==> config.mk <==
export PLATFORM = sky130hd
export DESIGN_NAME = sysid_check_ctrl
export DESIGN_NICKNAME = d
export VERILOG_FILES = /design/src/rtl/sysid_check_pkg.sv /design/src/rtl/sysid_stall_timer.sv /design/src/rtl/sysid_check_ctrl.sv
export SDC_FILE = /design/constraint.sdc
export NUM_CORES = 1
export LEC_CHECK = 0
export ABC_AREA = 1
export CAP_MARGIN = 10
export CORE_UTILIZATION = 44
export CTS_CLUSTER_DIAMETER = 50
export DETAILED_ROUTE_END_ITERATION = 10
export PLACE_DENSITY = 0.84
export SLEW_MARGIN = 5
export SYNTH_ARGS = -nofsm -noshare
export SYNTH_HDL_FRONTEND = slang
export SYNTH_SLANG_ARGS = --single-unit
==> constraint.sdc <==
create_clock -name clock -period 1.3 [get_ports clock]
set_input_delay 0.26 -clock clock [delete_from_list [all_inputs] [get_ports clock]]
set_output_delay 0.26 -clock clock [all_outputs]
set_load 0.02 [all_outputs]
==> src/rtl/sysid_check_pkg.sv <==
// Shared types and constants for the sysid boot-time check sequencer.
package sysid_check_pkg;

  typedef enum logic [1:0] {
    IDLE  = 2'd0,
    RD_ID = 2'd1,
    RD_TS = 2'd2,
    DONE  = 2'd3
  } state_e;

  localparam logic SYSID_ADDR_ID = 1'b0;
  localparam logic SYSID_ADDR_TS = 1'b1;

  localparam logic [31:0] DEFAULT_EXPECTED_ID = 32'hDEADBEEF;
  localparam logic [31:0] DEFAULT_EXPECTED_TS = 32'h5BF4559A;

endpackage

==> src/rtl/sysid_stall_timer.sv <==
// 16-bit waitrequest stall counter; expired_o flags that the stall limit was reached.
module sysid_stall_timer
  import sysid_check_pkg::*;
#(
  parameter int unsigned TIMEOUT_CYCLES = 255
) (
  input  logic clk_i,
  input  logic rst_ni,
  input  logic clr_i,
  input  logic en_i,
  output logic expired_o
);

  localparam logic [15:0] LIMIT = 16'(TIMEOUT_CYCLES);

  logic [15:0] cnt_q, cnt_d;

  always_comb begin
    cnt_d = cnt_q;
    if (clr_i) begin
      cnt_d = '0;
    end else if (en_i) begin
      cnt_d = cnt_q + 16'd1;
    end
  end

  always_ff @(posedge clk_i or negedge rst_ni) begin
    if (!rst_ni) begin
      cnt_q <= '0;
    end else begin
      cnt_q <= cnt_d;
    end
  end

  assign expired_o = (cnt_q == LIMIT);

endmodule

==> src/rtl/sysid_check_ctrl.sv <==
// Boot-time sequencer: reads sysid ID and timestamp words over Avalon-MM and
// reports pass/fail/timeout status. Runs once after reset and on each start.
module sysid_check_ctrl
  import sysid_check_pkg::*;
#(
  parameter logic [31:0] EXPECTED_ID    = DEFAULT_EXPECTED_ID,
  parameter logic [31:0] EXPECTED_TS    = DEFAULT_EXPECTED_TS,
  parameter int unsigned TIMEOUT_CYCLES = 255
) (
  input  logic        clock,
  input  logic        reset_n,
  input  logic        start,
  output logic        avm_address,
  output logic        avm_read,
  input  logic        avm_waitrequest,
  input  logic [31:0] avm_readdata,
  output logic        busy,
  output logic        done,
  output logic        id_ok,
  output logic        ts_ok,
  output logic        timeout,
  output logic [31:0] sysid_value,
  output logic [31:0] timestamp_value
);

  state_e      state_q, state_d;
  logic        pend_q, pend_d;
  logic        read_q, read_d;
  logic        addr_q, addr_d;
  logic        busy_q, busy_d;
  logic        done_q, done_d;
  logic        id_ok_q, id_ok_d;
  logic        ts_ok_q, ts_ok_d;
  logic        timeout_q, timeout_d;
  logic [31:0] sysid_q, sysid_d;
  logic [31:0] ts_q, ts_d;
  logic        tmr_clr;
  logic        tmr_expired;

  sysid_stall_timer #(
    .TIMEOUT_CYCLES(TIMEOUT_CYCLES)
  ) u_stall_timer (
    .clk_i    (clock),
    .rst_ni   (reset_n),
    .clr_i    (tmr_clr),
    .en_i     (read_q && avm_waitrequest),
    .expired_o(tmr_expired)
  );

  always_comb begin
    state_d   = state_q;
    pend_d    = pend_q | start;
    read_d    = read_q;
    addr_d    = addr_q;
    done_d    = 1'b0;
    id_ok_d   = id_ok_q;
    ts_ok_d   = ts_ok_q;
    timeout_d = timeout_q;
    sysid_d   = sysid_q;
    ts_d      = ts_q;
    tmr_clr   = 1'b0;
    unique case (state_q)
      IDLE: begin
        if (pend_q || start) begin
          pend_d    = 1'b0;
          id_ok_d   = 1'b0;
          ts_ok_d   = 1'b0;
          timeout_d = 1'b0;
          tmr_clr   = 1'b1;
          read_d    = 1'b1;
          addr_d    = SYSID_ADDR_ID;
          state_d   = RD_ID;
        end
      end
      RD_ID: begin
        if (!avm_waitrequest) begin
          sysid_d = avm_readdata;
          tmr_clr = 1'b1;
          addr_d  = SYSID_ADDR_TS;
          state_d = RD_TS;
        end else if (tmr_expired) begin
          timeout_d = 1'b1;
          read_d    = 1'b0;
          state_d   = DONE;
        end
      end
      RD_TS: begin
        if (!avm_waitrequest) begin
          ts_d    = avm_readdata;
          read_d  = 1'b0;
          state_d = DONE;
        end else if (tmr_expired) begin
          timeout_d = 1'b1;
          read_d    = 1'b0;
          state_d   = DONE;
        end
      end
      DONE: begin
        done_d  = 1'b1;
        id_ok_d = (sysid_q == EXPECTED_ID) && !timeout_q;
        ts_ok_d = (ts_q == EXPECTED_TS) && !timeout_q;
        state_d = IDLE;
      end
    endcase
    // busy is registered, so decode it from the state being entered
    busy_d = (state_d != IDLE);
  end

  always_ff @(posedge clock or negedge reset_n) begin
    if (!reset_n) begin
      state_q   <= IDLE;
      pend_q    <= 1'b1;
      read_q    <= 1'b0;
      addr_q    <= SYSID_ADDR_ID;
      busy_q    <= 1'b0;
      done_q    <= 1'b0;
      id_ok_q   <= 1'b0;
      ts_ok_q   <= 1'b0;
      timeout_q <= 1'b0;
      sysid_q   <= '0;
      ts_q      <= '0;
    end else begin
      state_q   <= state_d;
      pend_q    <= pend_d;
      read_q    <= read_d;
      addr_q    <= addr_d;
      busy_q    <= busy_d;
      done_q    <= done_d;
      id_ok_q   <= id_ok_d;
      ts_ok_q   <= ts_ok_d;
      timeout_q <= timeout_d;
      sysid_q   <= sysid_d;
      ts_q      <= ts_d;
    end
  end

  assign avm_read        = read_q;
  assign avm_address     = addr_q;
  assign busy            = busy_q;
  assign done            = done_q;
  assign id_ok           = id_ok_q;
  assign ts_ok           = ts_ok_q;
  assign timeout         = timeout_q;
  assign sysid_value     = sysid_q;
  assign timestamp_value = ts_q;

endmodule

# Word-level counts from Yosys, hierarchy flattened

Index checks and enable logic that the tools add are counted.

Add/sub/neg operators: 1
Eq/ne operators: 11
Muxes and demuxes: 26
Bitwise operators: 2
Reductions and logical operators: 19

Operators by type and width:

| cell                                                   | count |
|---|---|
| equality test 32 x 31 -> 1 bit (second input constant) | 1 |
| equality test 32 bit (second input constant)           | 1 |
| 2-to-1 mux 16 bit                                      | 2 |
| adder 16 x 1 -> 16 bit (second input constant)         | 1 |
| equality test 16 x 8 -> 1 bit (second input constant)  | 1 |
| 2-to-1 mux 1 bit                                       | 13 |
| one-hot mux 1 bit (2 select lines)                     | 5 |
| nonzero test 2 bit                                     | 5 |
| 2-to-1 mux 2 bit                                       | 4 |
| one-hot mux 2 bit (4 select lines)                     | 1 |
| != test 2 bit (second input constant)                  | 3 |
| AND reduction 2 bit                                    | 3 |
| AND reduction 3 bit                                    | 2 |
| equality test 2 bit (second input constant)            | 2 |
| != test 2 x 1 -> 1 bit (second input constant)         | 2 |
| AND reduction 4 bit                                    | 1 |
| logical AND 1 bit                                      | 3 |
| one-hot mux 1 bit (3 select lines)                     | 1 |
| nonzero test 3 bit                                     | 1 |
| equality test 2 x 1 -> 1 bit (second input constant)   | 1 |
| zero test 2 bit                                        | 1 |
| OR reduction 2 bit                                     | 1 |
| zero test 1 bit                                        | 1 |
| logical OR 1 bit                                       | 1 |
| other kinds (2)                                        | 2 |

Flip-flop bits (word level): 90
Input port bits: 36
Output and inout bits: 71
Word-level logic and storage cells: 71

# Depth between registers and ports, before layout

Depth after elaboration: 5
Mapped depth: 10
Depth with buffers taken out: 10

# By module

A second synthesis with hierarchy kept.

Cells, all modules: 501
Area total of the unflattened synthesis: 4115.2 um^2

By module, submodules not included:

| module            | instances | cells an instance | area each (um^2) | seq. area each (um^2) |
|---|---|---|---|---|
| sysid_check_ctrl  | 1         | 374               | 3190.6           | 1853.0 |
| sysid_stall_timer | 1         | 127               | 924.6            | 400.4 |

# Worst setup path before layout

Ideal clock, no wire load.

Path kind: reg-to-reg
Start point: register state_q[0]
End point: register u_stall_timer.cnt_q[2]
Library setup time: 119 ps
Arrival time: 1372 ps
Required time: 1181 ps
Setup slack: -190 ps
Stages on the path, launching flop included: 10
Path buffers: 1
Clock period less this slack: 1490 ps
Cells stage by stage: dfrtp_1 inv_1 ha_1 inv_1 nor2_1 nor2_2 buf_4 inv_2 a21oi_1 o21a_1

Longest elaborated chain between the ends: 3
Elaborated cells between the ends (all ways): 5
Those cells by class: eq/ne (1); mux (2); reduce/logical (2)

Ends and longest elaborated chain:

| element                                                         | RTL line                | source |
|---|---|---|
| start, declared                                                 | sysid_check_ctrl.sv:26  | `state_e state_q, state_d;` |
| start signal, assigned                                          | sysid_check_ctrl.sv:123 | `state_q <= state_d;` |
| equality test 2 x 1 -> 1 bit or zero test 2 bit (tied branches) | sysid_check_ctrl.sv:62  | `unique case (state_q)` |
| one-hot mux 1 bit (2 select lines) *                            | sysid_check_ctrl.sv:62  |  |
| 2-to-1 mux 16 bit or nonzero test 2 bit (tied branches)         | --                      |  |
| end signal, assigned                                            | sysid_stall_timer.sv:31 | `cnt_q <= cnt_d;` |
| end, declared                                                   | sysid_stall_timer.sv:16 | `logic [15:0] cnt_q, cnt_d;` |

Every way passes the cells marked *; elsewhere a longest branch is shown, timed or not.
A chain may end at the register's enable or synchronous reset.

# Final worst setup path

Start point: register state_q[1]
End point: register u_stall_timer.cnt_q[11]

The elaborated chain is that of the path after synthesis.

==> results.cfg <==
[layout]
synthToLayoutAreaGrowth_pct = 65.2
post-route-cell-area_um2 = 6570
antennaDiodeCount = 0
final_util = 0.754
drive_gt1_frac = 0.472
finalNetCount = 699
final_cells = 771

[synth]
synth_cell_types = 29
syn_inst = 464
yosysWarnings = 0
syn_area_um2 = 3980
synth_nets = 505
ys_seq_area_frac = 0.567
syn_area_per_cell_um2 = 8.57
synth-seq-cells = 90

[cts]
clockBufferDepth = 2
cts_made_buffers = 9
clk_latency_ns = 0.38
cts_root_buffer = clkbuf_8
cts_tree = built
htreeDepth = 3
clkTransAtPathRegs_ns = 0.11
cts_sinks = 90

[timing]
clock_skew_ns = 0.0181
finalSetupTns_ns = -12.19
fin_hold_ws_ns = 0.281
max_freq_mhz = 609
rsz0062_at_grt = yes
timing.final.crit_share = 1.26
hold_violations = 0
final.min_clock_period_ns = 1.64
worst_pin_slew_ns = 0.410
timing.slew.headroom = 0.724
setup_viol = 90
drv_slew = 0
fin_ws_ns = -0.341

[die]
pin_count = 107
die-area_um2 = 9420
rows = 34
die_x_um = 97.1
start_util = 0.456
core_um2 = 8720
fp.dieH_um = 97.1

[critical_path]
worst_path_max_delay_cell = dfrtp_1
cp-start-kind = flip-flop
worstPathCellList = inv_2, ha_4, inv_4, nor2_4, nor2_4, nand2_4, nand2_4, nor3_1, nor2_1
worstPathRequired_ns = 1.55
crit_start = state_q[1]
crit_path_end_kind = flip-flop
critical_path.endpoint = u_stall_timer.cnt_q[11]
crit_family = simple AND/OR/NAND/NOR gates
cp_max_fo = 6
r2r_cells = 9
r2r-start = state_q[1]
cp_num_buf_inv = 2
r2r_slack_ns = -0.34
critical_path_class = reg2reg
cp.arrival_ns = 1.90
crit_cells = 9
rr_endpoint = u_stall_timer.cnt_q[11]
max_stage_delay_ns = 0.41

[placed_design]
pre_cts_ws_ns = -0.404
dp.cells = 705
dp_hpwl_um = 8100
io_buffers = 106
dpl_cell_area_um2 = 5500
gp_congestion = 0.844

[global_routing]
grt_usage = 0.301
grt_pass1_vias = 4302
antenna_found_initial = 0
grt_max_degree = 40
grt_pass1_wl_um = 22100
grt_overflow = 0

[power_and_ir_drop]
p_per_area_nw_per_um2 = 2370
p_leak_nw = 3.26
total_power_mw = 15.6
peakVddDrop_v = 0.00146

[run_status]
violations = negative setup slack
status = complete, but fails checks

[detailed_routing]
dr.pass1.iters = 8
route.detailed.drc = 0
dr.first_iter.drc_count = 373
vias_per_cell = 5.96
vias = 4594
wl_per_cell_um = 21.9
wirelength_um = 16900
ant_nets = 0

[run]
cap_violations = 0

[worst_hold_path]
worstHoldPathType = in2async
timing repair:
item	CTS	global route
pin swaps	19	27
hold buffers	1	0
endpoints found under the hold margin	12	0
resized for setup	338	180
endpoints found under the setup margin	157	125
gates cloned	6	3
buffers inserted	19	26
synthesized netlist by cell type:
library cell / n / area (um^2)
a21o_2: 1 / 8.76
a21oi_1: 9 / 45.0
a31oi_1: 1 / 6.26
and3_1: 1 / 6.26
buf_2: 1 / 5.00
buf_4: 1 / 7.51
clkbuf_1: 11 / 41.3
dfrtp_1: 89 / 2230
dfstp_2: 1 / 26.3
ha_1: 5 / 62.6
inv_1: 68 / 255
inv_2: 2 / 7.51
mux2_2: 3 / 33.8
nand2_1: 106 / 398
nand2_2: 4 / 25.0
nand3_1: 12 / 60.1
nand3_2: 2 / 20.0
nand4_1: 12 / 75.1
nor2_1: 43 / 161
nor2_2: 4 / 25.0
nor3_1: 8 / 40.0
nor3_2: 1 / 10.0
nor3_4: 1 / 16.3
nor3b_1: 2 / 15.0
nor4_1: 4 / 25.0
o21a_1: 1 / 7.51
o21ai_0: 68 / 340
xnor2_1: 1 / 8.76
xor2_1: 2 / 17.5
cell type report:
cell class	count	area, um^2
repair buffers	195	1690
multi-input cells	292	2010
fillers	498	2150
flip-flops and latches	90	2260
clock inverters	6	55.1
well taps	108	135
inverters	70	288
clock buffers	10	138
state kept, by name (all words and copies together) (netlist names):
name / cells
sysid_value: 32
timestamp_value: 32
u_stall_timer.cnt_q: 16
state_q: 2
avm_address: 1
avm_read: 1
busy: 1
done: 1
id_ok: 1
pend_q: 1
timeout: 1
ts_ok: 1
worst min-delay path by stage:
stage,from,to,slack (ns),depth (start not counted)
finish,reset_n,u_stall_timer.cnt_q[7],0.28,2
detailed placement,reset_n,u_stall_timer.cnt_q[13],0.14,1
global placement,reset_n,u_stall_timer.cnt_q[14],0.14,1
floorplan,reset_n,avm_address,-0.04,0
CTS,reset_n,u_stall_timer.cnt_q[11],0.31,2
global route,reset_n,u_stall_timer.cnt_q[7],0.31,2
placed cells by master (no fill, tap or decap), drive strengths merged, types with 12 or more instances in the layout:
cell / Yosys / routed
nand4: 12 / 12
o21ai: 68 / 68
dfrtp: 89 / 89
inv: 70 / 75
nand3: 14 / 14
clkbuf: 11 / 14
nor2: 47 / 47
buf: 2 / 151
clkdlybuf4s50: 0 / 33
nand2: 110 / 111
metal layers:
layer,GRT usage,wire length (um),vias up
met5,0,0,-
met4,0.138,1170,0
met3,0.0755,1610,115
met2,0.513,8420,369
met1,0.358,5710,2236
li1,-,-,1874
cells by family after synthesis:
logic type | after synthesis | synth area share
AND/OR/NAND/NOR | 200 | 0.221
XOR/XNOR | 3 | 0.00661
flip-flops | 90 | 0.567
buffers and inverters | 83 | 0.0796
adder cells (fa/ha/maj) | 5 | 0.0157
AO/OA/AOI/OAI | 80 | 0.103
multiplexers | 3 | 0.00849
power breakdown:
| part | switching (mW) | total, mW | internal, mW |
|---|---|---|---|
| Clock | 1.24 | 2.03 | 0.796 |
| Combinational | 4.93 | 8.60 | 3.67 |
| Sequential | 1.06 | 4.93 | 3.87 |
Note: power is estimated with default switching activity, not from simulation.
